### src/rtl/mux_n_sel_pkg.sv
// Shared constants and helpers for the N-channel registered selector.
package mux_n_pkg;

    localparam logic MODE_SELECT = 1'b0;
    localparam logic MODE_RR     = 1'b1;

    // Index width for n channels; never below one bit.
    function automatic int sel_width(input int n);
        return (n <= 2) ? 1 : $clog2(n);
    endfunction

endpackage

### src/rtl/mux_n_sel_if.sv
// Bus bundle for mux_n_sel: per-channel inputs, source control and the output register port.
interface mux_n_sel_if
    import mux_n_pkg::*;
#(
    parameter int WIDTH    = 32,
    parameter int CHANNELS = 4
);
    localparam int SEL_W = sel_width(CHANNELS);

    // A word moves on a rising clk edge exactly when valid and ready are both high;
    // valid never depends on ready, and ready never depends on data.
    logic [CHANNELS-1:0]       in_valid;
    logic [CHANNELS*WIDTH-1:0] in_data;
    logic [CHANNELS-1:0]       in_ready;
    logic                      mode;
    logic [SEL_W-1:0]          select;
    logic                      out_valid;
    logic [WIDTH-1:0]          out_data;
    logic [SEL_W-1:0]          out_sel;
    logic                      out_ready;

    modport master (
        output in_valid, in_data, mode, select, out_ready,
        input  in_ready, out_valid, out_data, out_sel
    );

    modport slave (
        input  in_valid, in_data, mode, select, out_ready,
        output in_ready, out_valid, out_data, out_sel
    );

endinterface

### src/rtl/mux_n_sel_rr_arbiter.sv
// Round-robin picker: first requesting channel at or after ptr_i, wrapping modulo CHANNELS.
module rr_arbiter
    import mux_n_pkg::*;
#(
    parameter int CHANNELS = 4,
    parameter int SEL_W    = 2
) (
    input  logic [CHANNELS-1:0] req_i,
    input  logic [SEL_W-1:0]    ptr_i,
    output logic [SEL_W-1:0]    gnt_idx_o,
    output logic                gnt_v_o
);

    always_comb begin
        int c;
        c         = 0;
        gnt_v_o   = 1'b0;
        gnt_idx_o = '0;
        for (int k = 0; k < CHANNELS; k++) begin
            // ptr_i is always below CHANNELS, so one subtraction wraps.
            c = int'(ptr_i) + k;
            if (c >= CHANNELS) c = c - CHANNELS;
            if (!gnt_v_o && req_i[c]) begin
                gnt_v_o   = 1'b1;
                gnt_idx_o = SEL_W'(c);
            end
        end
    end

endmodule

### src/rtl/mux_n_sel.sv
// Registered N:1 word selector with explicit or round-robin source choice.
// Round-robin mode exists only when MUX_N_SEL_RR_EN is defined.
module mux_n_sel
    import mux_n_pkg::*;
#(
    parameter int WIDTH    = 32,
    parameter int CHANNELS = 4
) (
    input logic        clk,
    input logic        rst,
    mux_n_sel_if.slave bus
);
    localparam int SEL_W = sel_width(CHANNELS);

    logic             out_valid_q, out_valid_d;
    logic [WIDTH-1:0] out_data_q, out_data_d;
    logic [SEL_W-1:0] out_sel_q, out_sel_d;

    logic             can_accept, sel_in_range, sel_valid, rr_mode;
    logic             gnt_v, rdy_hit, xfer;
    logic [SEL_W-1:0] gnt_idx, arb_idx;
    logic             arb_v;
    logic [WIDTH-1:0] gnt_word;
    logic [CHANNELS-1:0] in_ready_c;

    assign can_accept   = !out_valid_q || bus.out_ready;
    assign sel_in_range = int'(bus.select) < CHANNELS;

`ifdef MUX_N_SEL_RR_EN
    logic [SEL_W-1:0] rr_ptr_q, rr_ptr_d;

    rr_arbiter #(
        .CHANNELS (CHANNELS),
        .SEL_W    (SEL_W)
    ) u_arb (
        .req_i     (bus.in_valid),
        .ptr_i     (rr_ptr_q),
        .gnt_idx_o (arb_idx),
        .gnt_v_o   (arb_v)
    );

    assign rr_mode = (bus.mode == MODE_RR);

    always_comb begin
        rr_ptr_d = rr_ptr_q;
        if (xfer && rr_mode)
            rr_ptr_d = (int'(gnt_idx) == CHANNELS - 1) ? '0 : gnt_idx + 1'b1;
    end

    always_ff @(posedge clk or posedge rst) begin
        if (rst) rr_ptr_q <= '0;
        else     rr_ptr_q <= rr_ptr_d;
    end
`else
    logic unused_mode;
    assign unused_mode = bus.mode;
    assign rr_mode     = MODE_SELECT;
    assign arb_idx     = '0;
    assign arb_v       = 1'b0;
`endif

    always_comb begin
        sel_valid = 1'b0;
        for (int c = 0; c < CHANNELS; c++)
            if (int'(bus.select) == c) sel_valid = bus.in_valid[c];
    end

    // Explicit mode offers ready on the selected channel even without valid.
    always_comb begin
        gnt_idx = bus.select;
        gnt_v   = sel_in_range && sel_valid;
        rdy_hit = sel_in_range;
        if (rr_mode) begin
            gnt_idx = arb_idx;
            gnt_v   = arb_v;
            rdy_hit = arb_v;
        end
    end

    always_comb begin
        in_ready_c = '0;
        gnt_word   = '0;
        for (int c = 0; c < CHANNELS; c++) begin
            in_ready_c[c] = !rst && can_accept && rdy_hit && (int'(gnt_idx) == c);
            if (int'(gnt_idx) == c) gnt_word = bus.in_data[c*WIDTH +: WIDTH];
        end
    end

    assign xfer = can_accept && gnt_v;

    always_comb begin
        out_valid_d = out_valid_q;
        out_data_d  = out_data_q;
        out_sel_d   = out_sel_q;
        if (xfer) begin
            out_valid_d = 1'b1;
            out_data_d  = gnt_word;
            out_sel_d   = gnt_idx;
        end else if (bus.out_ready) begin
            out_valid_d = 1'b0;
        end
    end

    always_ff @(posedge clk or posedge rst) begin
        if (rst) begin
            out_valid_q <= 1'b0;
            out_data_q  <= '0;
            out_sel_q   <= '0;
        end else begin
            out_valid_q <= out_valid_d;
            out_data_q  <= out_data_d;
            out_sel_q   <= out_sel_d;
        end
    end

    assign bus.in_ready  = in_ready_c;
    assign bus.out_valid = out_valid_q;
    assign bus.out_data  = out_data_q;
    assign bus.out_sel   = out_sel_q;

endmodule

### src/flat_wrapper.sv
// flat-port wrapper written by rule: the top's interface ports become plain ports
module mux_n_sel_flat import mux_n_pkg::*;
#(
    parameter int WIDTH    = 32,
    parameter int CHANNELS = 4
)
  (clk, rst, bus_in_valid, bus_in_data, bus_mode, bus_select, bus_out_ready, bus_in_ready, bus_out_valid, bus_out_data, bus_out_sel);
  mux_n_sel_if #(.WIDTH(WIDTH), .CHANNELS(CHANNELS)) bus_i ();
  input logic clk;
  input logic rst;
  input wire logic [$bits(bus_i.in_valid)-1:0] bus_in_valid;
  input wire logic [$bits(bus_i.in_data)-1:0] bus_in_data;
  input wire logic [$bits(bus_i.mode)-1:0] bus_mode;
  input wire logic [$bits(bus_i.select)-1:0] bus_select;
  input wire logic [$bits(bus_i.out_ready)-1:0] bus_out_ready;
  output wire logic [$bits(bus_i.in_ready)-1:0] bus_in_ready;
  output wire logic [$bits(bus_i.out_valid)-1:0] bus_out_valid;
  output wire logic [$bits(bus_i.out_data)-1:0] bus_out_data;
  output wire logic [$bits(bus_i.out_sel)-1:0] bus_out_sel;
  assign bus_i.in_valid = bus_in_valid;
  assign bus_i.in_data = bus_in_data;
  assign bus_i.mode = bus_mode;
  assign bus_i.select = bus_select;
  assign bus_i.out_ready = bus_out_ready;
  assign bus_in_ready = bus_i.in_ready;
  assign bus_out_valid = bus_i.out_valid;
  assign bus_out_data = bus_i.out_data;
  assign bus_out_sel = bus_i.out_sel;
  mux_n_sel #(.WIDTH(WIDTH), .CHANNELS(CHANNELS)) u_core (.clk(clk), .rst(rst), .bus(bus_i));
endmodule
### config.mk
export PLATFORM = sky130hd
export DESIGN_NAME = mux_n_sel_flat
export DESIGN_NICKNAME = d
export VERILOG_FILES = /design/src/rtl/mux_n_sel_pkg.sv /design/src/rtl/mux_n_sel_if.sv /design/src/rtl/mux_n_sel_rr_arbiter.sv /design/src/rtl/mux_n_sel.sv /design/src/flat_wrapper.sv
export SDC_FILE = /design/constraint.sdc
export NUM_CORES = 1
export LEC_CHECK = 0
export ABC_AREA = 1
export CAP_MARGIN = 20
export CORE_MARGIN = 5
export CORE_UTILIZATION = 35
export CTS_CLUSTER_SIZE = 12
export DETAILED_ROUTE_END_ITERATION = 12
export PLACE_DENSITY = 0.82
export SYNTH_ARGS = -nofsm -noshare
export SYNTH_HDL_FRONTEND = slang
export SYNTH_SLANG_ARGS = --single-unit
### constraint.sdc
create_clock -name clk -period 2.3 [get_ports clk]
set_input_delay 0.46 -clock clk [delete_from_list [all_inputs] [get_ports clk]]
set_output_delay 0.46 -clock clk [all_outputs]
set_load 0.02 [all_outputs]
==> run summary <==
========================================================================================================
WP depth                                                                                               6
Cells after Synth                                                                                    353
Summed negative setup slack over all endpoints                                                      0 ns
Crit path capture type                                                                       output port
Drt drc                                                                                                0
Data required, critical path                                                                     1.84 ns
Power density over the cells                                                                582.8 nW/µm²
Global-route usage over all layers                                                                23.39%
CTS tree                                                                                           built
Final setup fails                                                                                      0
Number of buffer and inverter stages on the critical path                                              3
Worst min-delay path startpoint                                                             u_core.bus.out_data[6]
Result of the run                                                                              completed
Number of warnings reported in the yosys synthesis log                                                 0
Final instance count without filler cells                                                            595
Adder-cell area share of the yosys netlist                                                            0%
Post-synthesis cell area                                                                        2415 µm²
Slowest Stage Delay on Critical Path                                                             0.45 ns
Arrival time at the worst endpoint                                                               1.65 ns
Mux cell area share after synthesis                                                                   0%
Number of clock sinks seen by CTS                                                                     35
Total Die Area                                                                                  8661 µm²
Highest Clock Rate                                                                            0.4739 GHz
Area share of the leading cell type in the synthesized netlist                                    36.27%
Period utilization                                                                                91.75%
GRT overflow                                                                                           0
Initial standard-cell utilization of the core                                                     35.74%
Cell types occupying the most area after synthesis                                          dfrtp_1 (36%), nand3_1 (27%), nand2_1 (17%), nand4_1 (8.3%), buf_2 (2.5%)
Min-Delay Path Depth                                                                                   2
Largest driver fanout on the critical path                                                             4
Number of storage elements in the synthesis netlist                                                   35
Post-DP HPWL                                                                                    7.800 mm
Source-to-sink clock delay at the later pin of the worst-skew pair                               0.28 ns
Detailed Route Iter0 Violations                                                                      180
Most common cell on crit path                                                                    nand2_1
Static leakage                                                                               0.001882 µW
Hold path endpoint                                                                          u_core.bus.out_data[6]
Final design area excluding fillers                                                             4294 µm²
Inserted Clock Buffers                                                                                 5
Die Ht                                                                                          93.07 µm
Post-CTS clock slew at the launch and capture registers of the worst setup and hold paths        0.08 ns
Basic-gate share of the synthesized area counting and, or, nand and nor cells                     55.08%
Number of global-route vias before repair                                                           3207
Type of the most critical hold path                                                           reg -> reg
Via total after detailed routing                                                                    3191
Global placement routability congestion                                                           0.8485
Synth Area in XOR/XNOR                                                                                0%
Critical-path cell list                                                                     clkdlybuf4s50_1 > inv_1 > nand2_1 > nand2_1 > nor3_1 > dlygate4sd2_1
Post-synthesis compound-gate area fraction                                                            0%
Initial antenna violation count                                                                        0
Crit path launch type                                                                         input port
Clock Root Buffer                                                                               clkbuf_8
Cell family with most CP delay                                                              buffers and inverters
Global-route wire length before repair                                                          15.96 mm
DIE WIDTH                                                                                       93.07 µm
Final wirelength                                                                                10.33 mm
Placed inst area                                                                                4187 µm²
Pin count of the biggest net entering global routing                                                  43
Post-layout min period                                                                          2.110 ns
Placed cells                                                                                         587
Core area                                                                                       6756 µm²
Number of buffer cells added on primary ports                                                        175
Synthesized area per cell                                                                      6.841 µm²
Sequential element share of the synthesized area                                                  36.27%
Share of post-route cells with drive strength above 1                                             5.631%
Routed len/inst                                                                                 17.35 µm
Final hold slack                                                                               0.4725 ns
Post-layout net count                                                                                652
Worst slew margin                                                                                 68.80%
Layout overhead on the synthesized area                                                           77.82%
Final slew viol count                                                                                  0
Number of rows in the core area                                                                       30
Reported max-cap violation count                                                                       0
# IOs                                                                                                177
FF-to-FF End                                                                                u_core.bus.out_data[30]
Clock Skews                                                                                  0.007645 ns
Deepest clock path buffer count                                                                        2
CP Class                                                                                       in -> out
Remaining number of nets flagged by the antenna check after routing                                    0
Library cell with the largest summed area after synthesis                                        dfrtp_1
Number of nets in the synthesized netlist                                                            491
Flop-to-flop setup slack                                                                         0.77 ns
Detailed-router iteration count before antenna repair                                                  4
Setup repair after global routing missed its margin                                                   no
Main combinational cell family by area after synthesis                                      simple AND/OR/NAND/NOR gates
Netlist cell types                                                                                    15
H-tree level count                                                                                     2
Final hold violation count                                                                             0
Antenna cell count                                                                                     0
Average vias per placed instance                                                                   5.363
Worst voltage drop across the vdd grid                                                         0.3692 mV
Worst reg2reg path startpoint                                                               u_core.bus.out_valid
CTS hold repair buffers                                                                                0
Worst slew pin tran                                                                            0.4681 ns
Number of cells traversed by the worst register-to-register path                                       5
Worst-path cell with the longest stage delay                                                clkdlybuf4s50_1
========================================================================================================
-- synthesized netlist by cell type --
| cell type | number |
|---|---|
| nor2_8 | 1 |
| inv_1 | 4 |
| nand2_1 | 107 |
| inv_4 | 1 |
| nand4_1 | 32 |
| buf_6 | 4 |
| buf_4 | 3 |
| nor3_1 | 4 |
| dfrtp_1 | 35 |
| buf_2 | 12 |
| nand2_4 | 2 |
| nand3_2 | 1 |
| nand3_1 | 131 |
| clkbuf_1 | 15 |
| clkinv_1 | 1 |
-- final cells by class --
type                            instances  area (µm²)
Clock inverter                          3       43.79
Tap cell                               80       100.1
Fill cell                             640        2462
Multi-Input combinational cell        278        1330
Sequential cell                        35       875.8
Inverter                                6       28.78
Clock buffer                            5       68.82
Timing Repair Buffer                  188        1847
-- stage by stage --
step,utilization [%],power (µW),setup slack (ns)
floorplan,-,1343,0.3277
global placement,61.96,1945,-0.07368
detailed placement,61.96,1972,-0.08845
CTS,63.56,2531,0.1973
global route,63.56,2641,0.09728
finish,63.56,2502,0.1896
-- worst min-delay path: cells and delay by family (launching register included) --
kind	cells	cell delay (ns)
flip-flops	1	0.34
AND/OR/NAND/NOR	2	0.10
-- placed cells by master (no fill, tap or decap), drive strengths merged, types with 3 or more instances in the layout --
cell           count
dfrtp             35
buf               15
nand3            132
dlygate4sd2        4
nand4             32
clkbuf             5
nand2            109
inv                4
nor3               4
clkdlybuf4s50    169
clkinv             3
-- metal layers --
metal	track usage, %	part of all wire, %
met5	0	0
met4	9.280	2.6
met3	3.540	6.5
met2	41.57	52
met1	28.20	39
-- flip-flops by register name (all words and copies together), names as in the netlist --
signal / count
u_core.bus.out_valid: 1
u_core.bus.out_data: 32
u_core.bus.out_sel: 2
-- kinds of logic after synthesis --
| logic type | Yosys count |
|---|---|
| buffers and inverters | 40 |
| flip-flops | 35 |
| AND/OR/NAND/NOR | 278 |
-- where the power goes --
part           internal, µW  total [µW]  switching [µW]  leakage [µW]
sequential              752         829            77.6      0.000437
clock                   323         551             228     0.0000581
combinational           563        1120             560       0.00139
total                  1640        2500             865       0.00188
-- worst max path at each step --
stage	start	end	slack, ns
after floorplan	rst	bus_in_ready[0]	0.33
after global placement	bus_out_ready	bus_in_ready[0]	-0.07
after detailed placement	bus_out_ready	bus_in_ready[0]	-0.09
after CTS	bus_out_ready	bus_in_ready[1]	0.20
after global routing	bus_out_ready	bus_in_ready[0]	0.1
final	bus_out_ready	bus_in_ready[1]	0.19
-- timing repair --
| item | 4_1_cts | 5_1_grt |
|---|---|---|
| buffers inserted | 0 | 0 |
| endpoints found under the setup margin | 4 | 0 |
| resized for setup | 4 | 0 |
Power figures use the tool's default switching activity.
